<file path="src/rtl/shift_add_multiplier.sv">
// Sequential unsigned shift-and-add multiplier: N iterations per product, one per clock.
// Iteration uses add-then-shift-right on {A,Q}. The done strobe occupies the first idle cycle.
module shift_add_multiplier #(
  parameter int N = 6
) (
  input  logic           clk,
  input  logic           rst,
  input  logic           start,
  input  logic [N-1:0]   a_in,
  input  logic [N-1:0]   b_in,
  output logic           busy,
  output logic           done,
  output logic [2*N-1:0] product
);

  localparam int CW = (N > 2) ? $clog2(N) : 1;
  localparam logic [CW-1:0] LAST = CW'(N - 1);

  typedef enum logic {IDLE, CALC} state_t;

  state_t        state;
  logic [N:0]    a_reg;
  logic [N-1:0]  q_reg;
  logic [N-1:0]  m_reg;
  logic [CW-1:0] cnt;
  logic [N:0]    sum;

  // A never exceeds N bits after a shift, so N+1 bits hold the sum without loss.
  assign sum = a_reg + (q_reg[0] ? {1'b0, m_reg} : {(N+1){1'b0}});

  // The done cycle is already IDLE, so a waiting start is taken on the edge that
  // ends it, giving back-to-back operations every N+1 cycles.
  always_ff @(posedge clk or posedge rst) begin
    if (rst) begin
      state   <= IDLE;
      a_reg   <= '0;
      q_reg   <= '0;
      m_reg   <= '0;
      cnt     <= '0;
      product <= '0;
      busy    <= 1'b0;
      done    <= 1'b0;
    end else begin
      done <= 1'b0;
      case (state)
        IDLE: begin
          if (start) begin
            m_reg <= a_in;
            q_reg <= b_in;
            a_reg <= '0;
            cnt   <= '0;
            busy  <= 1'b1;
            state <= CALC;
          end
        end
        CALC: begin
          a_reg <= {1'b0, sum[N:1]};
          q_reg <= {sum[0], q_reg[N-1:1]};
          cnt   <= cnt + 1'b1;
          if (cnt == LAST) begin
            product <= {sum, q_reg[N-1:1]};
            busy    <= 1'b0;
            done    <= 1'b1;
            state   <= IDLE;
          end
        end
        default: state <= IDLE;
      endcase
    end
  end

endmodule

</file>
<file path="config.mk">
export PLATFORM = sky130hd
export DESIGN_NAME = shift_add_multiplier
export DESIGN_NICKNAME = d
export VERILOG_FILES = /design/src/rtl/shift_add_multiplier.sv
export SDC_FILE = /design/constraint.sdc
export NUM_CORES = 1
export LEC_CHECK = 0
export CORE_MARGIN = 2
export CORE_UTILIZATION = 52
export DETAILED_ROUTE_END_ITERATION = 12
export PLACE_DENSITY_LB_ADDON = 0.12
export SYNTH_ARGS = -nofsm -noshare
export SYNTH_HDL_FRONTEND = slang
export SYNTH_SLANG_ARGS = --single-unit
</file>
<file path="constraint.sdc">
create_clock -name clk -period 2.25 [get_ports clk]
set_input_delay 0.45 -clock clk [delete_from_list [all_inputs] [get_ports clk]]
set_output_delay 0.45 -clock clk [all_outputs]
set_load 0.005 [all_outputs]
</file>
==> flow_summary.toml, run 1 <==
[setup_path]
startpoint_type = "flip-flop"
path_buf_inv = 0
critPathCaptureType = "flip-flop"
worstPathArrival_ps = 2040
max_stage_delay_ps = 430
r2r_slack_ps = 440
worstPathRequired_ps = 2490
crit_fanout = 7
cp_slowest_cell = "dfrtp_1"
critPathKind = "flip-flop to flip-flop"
path_delay_family = "adder cells"
cp_cell_sequence = "and2_1, ha_1, fa_1, nand3_1, a21oi_1, o22ai_1, o21ai_0"

[place]
routabilityCongestion = 0.949
place_hpwl_mm = 2.22
dpl_cell_area_um2 = 2030
dp_cells = 214
port_buffers = 28

[routing]
wl_per_cell_um = 14.1
drcViolationCount = 0
first_pass_iters = 4
wl_mm = 3.12
vias = 1161
drtIter0Drc = 31
drtAntennaViolNets = 0
avgViaCountPerCell = 5.25

[layout]
multi_input_area_um2 = 743
drive_gt1_share_pct = 17.5
largest-register = "product"
n_fill_cell = 246
synthToLayoutAreaGrowth_pct = 23.2
diodes = 0
largest_reg_flops = 12
final_cell_area_um2 = 2090
nets = 201
final-seq-area_um2 = 901
layout.cells.non_filler = 221

[pwr]
irDropWorstVdd_mv = 0.669
power_density_nw_per_um2 = 1300
leakagePower_nw = 0.994

[cts]
cts_made_buffers = 5
clockBufferDepth = 2
numClockSinks = 36
cts_root_buf = "clkbuf_4"
cts_resized = 0
cts_tree = "yes"
path_clk_slew_ps = 110
clock_latency_ps = 340
cts_setup_buffers = 0
htreeDepth = 2
cts_hold_buffers = 0

[hold_path]
hp-class = "flip-flop to flip-flop"

[synthesis]
synth_seq_cells = 36
synth.top_cell.area_share_pct = 53.0
syn_area_per_cell_um2 = 11.7
synthMuxAreaShare_pct = 14.3
yosysWarningCount = 0
synthCells = 145
synth_area_um2 = 1700
synthTopCellsByCount = "dfrtp_1, nand2_1, mux2_2"
yosysSeqAreaShare_pct = 53.0
synthAdderAreaFrac_pct = 7.07
async_reset_ff_share_pct = 100
synthFlopType = "dfrtp_1"
synth_fp_nets = 169
synthSimpleGateAreaFrac_pct = 11.8
yosys.area.top_type = "dfrtp_1"
synth_compound_area_share_pct = 9.06
synth_top_family_by_area = "multiplexers"
yosysMostFrequentCell = "dfrtp_1"
synth_area_leaders = "dfrtp_1, mux2_2, ha_1, mux2i_1, nand2_1"
synth-xor-area-share_pct = 1.55
synth.distinct_cells = 31
synth_edf_count = 0

[grt]
grt_max_degree = 37
grt_pass1_wl_mm = 5.29
grt_use_total_pct = 19.8
grt_pass1_vias = 1170
antenna_found_initial = 0
gr-total-overflow = 0

[timing]
tightest_slew_ps = 440
period_minus_slack_ps = 1810
maxSlewViolCount = 0
hold_viol_final = 0
whs_ps = 485
slew_headroom_pct = 70.7
fin_crit_sh_pct = 80.4
fin_skew_ps = 6.74
timing.fmax_mhz = 553
fin_setup_tns_ps = 0
rsz0062_at_grt = "false"
setup_violations = 0

[floorplanning]
die_h_um = 61.2
die_area_um2 = 3740
die_x_um = 61.2
boundaryPins = 29
core_area_um2 = 3080
placementRows = 20
start_util_pct = 55.2

[outcome]
status = "completed"

[run]
cap_violations = 0
-- stage by stage --
step                      setup WS (ps)  util (%)  power, mW
after global placement              501      65.9       2.30
final                               440      68.0       2.72
after detailed placement            453      65.9       2.36
after floorplan                     556         -       1.92
after global routing                322      68.0       2.95
after CTS                           435      68.0       2.75
-- worst register-to-register path, stage by stage (launching register included) --
cell and delay [ps]:
dfrtp_1 430, and2_1 150, ha_1 210, fa_1 420, nand3_1 110, a21oi_1 100
o22ai_1 180, o21ai_0 110
-- layout by cell type, fill, tap and decap left out, types with 2 or more instances in the layout --
cell type / instances
o31ai_1: 2
inv_1: 5
nand2b_1: 2
a21oi_1: 3
nand2_1: 18
buf_4: 4
clkbuf_8: 2
clkbuf_4: 5
clkdlybuf4s50_1: 28
ha_1: 8
mux2_2: 14
o21ai_0: 12
and2_1: 6
xor2_1: 3
nor2_1: 5
mux2i_1: 7
a21o_1: 2
dfrtp_1: 36
nor3b_1: 2
-- kinds of logic (layout without fill, tap and decap cells) --
kind of cell,Yosys count,count (layout)
buf+inv,12,44
compound gates,24,24
mux,22,22
simple gates,39,39
fa+ha+maj,9,9
xor+xnor,3,3
flops,36,36
-- layer usage --
layer | up-vias | routed length (um) | GRT usage, %
met5 | - | 0 | 0
met4 | 0 | 57 | 9.94
met3 | 6 | 121 | 3.99
met2 | 25 | 1530 | 32.1
met1 | 571 | 1420 | 25.4
li1 | 559 | - | -
-- power by group --
group	total, mW	switching (mW)	internal (mW)
Clock	0.387	0.210	0.177
Sequential	1.14	0.195	0.945
Combinational	1.19	0.542	0.650
-- final timing paths --
kind,from,to,cells past startpoint
hold reg to reg,product[7],product[7],2
setup / recovery,q_reg[0],product[11],7
min in group asynchronous,rst,a_reg[3],3
hold / removal,product[7],product[7],2
max in group asynchronous,rst,state,3
setup reg to reg,q_reg[0],product[11],7
-- cell type report --
cell class                 count  area share, %
clock buffer                   7           3.11
multi-input combinational     97           35.5
sequential                    36           43.0
inverter                       5          0.897
timing repair buffer          32           14.8
tap                           44           2.63
Power figures use the tool's default switching activity.
==> run 2, diff against run 1 <==
==> constraint.sdc (replaced) <==
create_clock -name clk -period 1.8 [get_ports clk]
set_input_delay 0.36 -clock clk [delete_from_list [all_inputs] [get_ports clk]]
set_output_delay 0.36 -clock clk [all_outputs]
set_load 0.005 [all_outputs]
==> run 2 against run 1 <==
Effect of this change: critical path depth shrank 1; global-route usage grew 0.38 points; count of clock-buffer cells in the layout is the same; non-clock buffer count grew 1; hold slack lost 65 ps; register-to-register slack lost 360 ps; sequential share of layout area shrank 2.4 points; critical endpoint is now product[10]; critical path type unchanged; wire length grew 9.8%; design area grew 6.0%; die area is the same; sequential power grew 29%; final cell count grew 0.90%.
==> flow_summary.toml, run 2 (synthesis results as in run 1) <==
[cts]
cts_tree = "yes"
clockBufferDepth = 2
cts_root_buf = "clkbuf_4"
htreeDepth = 2
path_clk_slew_ps = 100
clock_latency_ps = 340
numClockSinks = 36
cts_made_buffers = 5
cts_hold_buffers = 0

[place]
dp_cells = 214
place_ws_ps = 4.48
routabilityCongestion = 0.918
place_hpwl_mm = 2.29
port_buffers = 28

[routing]
wl_met1_mm = 1.48
wl_per_cell_um = 15.4
routed-wl-met3_um = 144
wl_mm = 3.43
drcViolationCount = 0
vias = 1184
drtAntennaViolNets = 0
route.met2.wl_mm = 1.75
top_layer_used = "met4"
drtIter0Drc = 55
avgViaCountPerCell = 5.31
first_pass_iters = 4

[setup_path]
worstPathRequired_ps = 2030
r2r-end = "product[10]"
startpoint_type = "flip-flop"
max_stage_delay_ps = 450
crit_fanout = 7
critPathKind = "flip-flop to flip-flop"
r2r_slack_ps = 80
rr_worst_depth = 6
rr_startpoint = "q_reg[0]"
critPathCaptureType = "flip-flop"
cp_slowest_cell = "dfrtp_2"
worstPathArrival_ps = 1950
cp_cell_sequence = "and2_4, ha_4, a211oi_4, o31ai_2, xor2_1, mux2_4"

[layout]
synthToLayoutAreaGrowth_pct = 30.6
diodes = 0
nets = 202
layout.cells.non_filler = 223
layout_common_cells = "dfrtp_1, clkdlybuf4s50_1, nand2_1, mux2_2, o21ai_0"
drive_gt1_share_pct = 25.7
largest-register = "product"
final_common_cell = "dfrtp_1"
largest_reg_flops = 12

[floorplanning]
die_x_um = 61.2
boundaryPins = 29
die_h_um = 61.2
start_util_pct = 55.2
die_area_um2 = 3740
core_area_um2 = 3080
placementRows = 20

[timing]
slew_headroom_pct = 70.2
fin_crit_sh_pct = 95.4
maxSlewViolCount = 0
rsz0062_at_grt = "true"
setup_violations = 0
tightest_slew_ps = 447
period_minus_slack_ps = 1720
fin_skew_ps = 8.82
setup_slack_ps = 82.4
hold_viol_final = 0
timing.fmax_mhz = 582

[outcome]
status = "completed"

[pwr]
power_density_nw_per_um2 = 1700
leakagePower_nw = 1.02
irDropWorstVdd_mv = 0.792

[grt]
grt_max_degree = 37
antenna_found_initial = 0
grt_use_total_pct = 20.2
grt_pass1_vias = 1115
grt_pass1_wl_mm = 5.26
gr-total-overflow = 0

[hold_path]
hp-class = "input port to asynchronous set/reset pin"

[run]
cap_violations = 0
==> run 2: cell count changes in the layout (fill, tap and decap cells not counted), sizes merged <==
cell | previous run | this run
buf | 4 | 5
bufinv | 0 | 1
==> run 2: report_power, final <==
group	total (mW)	switching (mW)	internal, mW
logic	1.67	0.735	0.937
clock network	0.636	0.267	0.369
registers	1.47	0.289	1.18
total	3.78	1.29	2.49
==> run 2: worst max path at each step <==
stage | cells past startpoint | from | endpoint | slack, ps
finish | 6 | q_reg[0] | product[10] | 80
detailed placement | 6 | q_reg[0] | product[10] | 4
global placement | 6 | q_reg[0] | product[10] | 50
CTS | 6 | q_reg[0] | product[10] | 50
floorplan | 6 | q_reg[0] | product[10] | 110
global route | 6 | q_reg[0] | product[10] | -10
==> run 2: area by class of cell <==
type | instances | area (um2)
Clock buffer | 7 | 65.1
Clock inverter | 1 | 30.0
Fill cell | 235 | 860
Inverter | 5 | 18.8
Multi-Input combinational cell | 97 | 830
Sequential cell | 36 | 902
Tap cell | 44 | 55.1
Timing Repair Buffer | 33 | 318
==> run 2: timing repair <==
| item | in CTS | in global routing |
|---|---|---|
| setup endpoints to repair | 3 | 7 |
| pin swaps | 4 | 4 |
| buffers inserted | 1 | 0 |
| resized for setup | 4 | 10 |
==> run 2: critical path: cells and delay by family, from the launching register on <==
family                   cells  cell delay [ps]
XOR/XNOR                     1              170
flip-flops                   1              450
AND/OR/NAND/NOR              1              160
multiplexers                 1              270
adder cells (fa/ha/maj)      1              220
AO/OA/AOI/OAI                2              350
==> run 2: through the flow <==
stage | hold WS [ps] | cell area [um2] | setup TNS (ps) | power [mW] | utilization [%]
final | 420 | 2220 | 0 | 3.78 | 72.1
after global routing | 468 | 2220 | -11.1 | 4.06 | 72.1
after CTS | 431 | 2160 | 0 | 3.68 | 70.2
after detailed placement | 469 | 2030 | 0 | 2.96 | 65.9
after global placement | 461 | 2030 | 0 | 2.88 | 65.9
after floorplan | 467 | 1700 | 0 | 2.39 | -
==> run 2: routing by layer <==
layer,vias to the layer above,global-route usage [%]
li1,556,-
met1,600,26.2
met2,24,31.2
met3,4,6.93
met4,0,8.39
met5,-,0
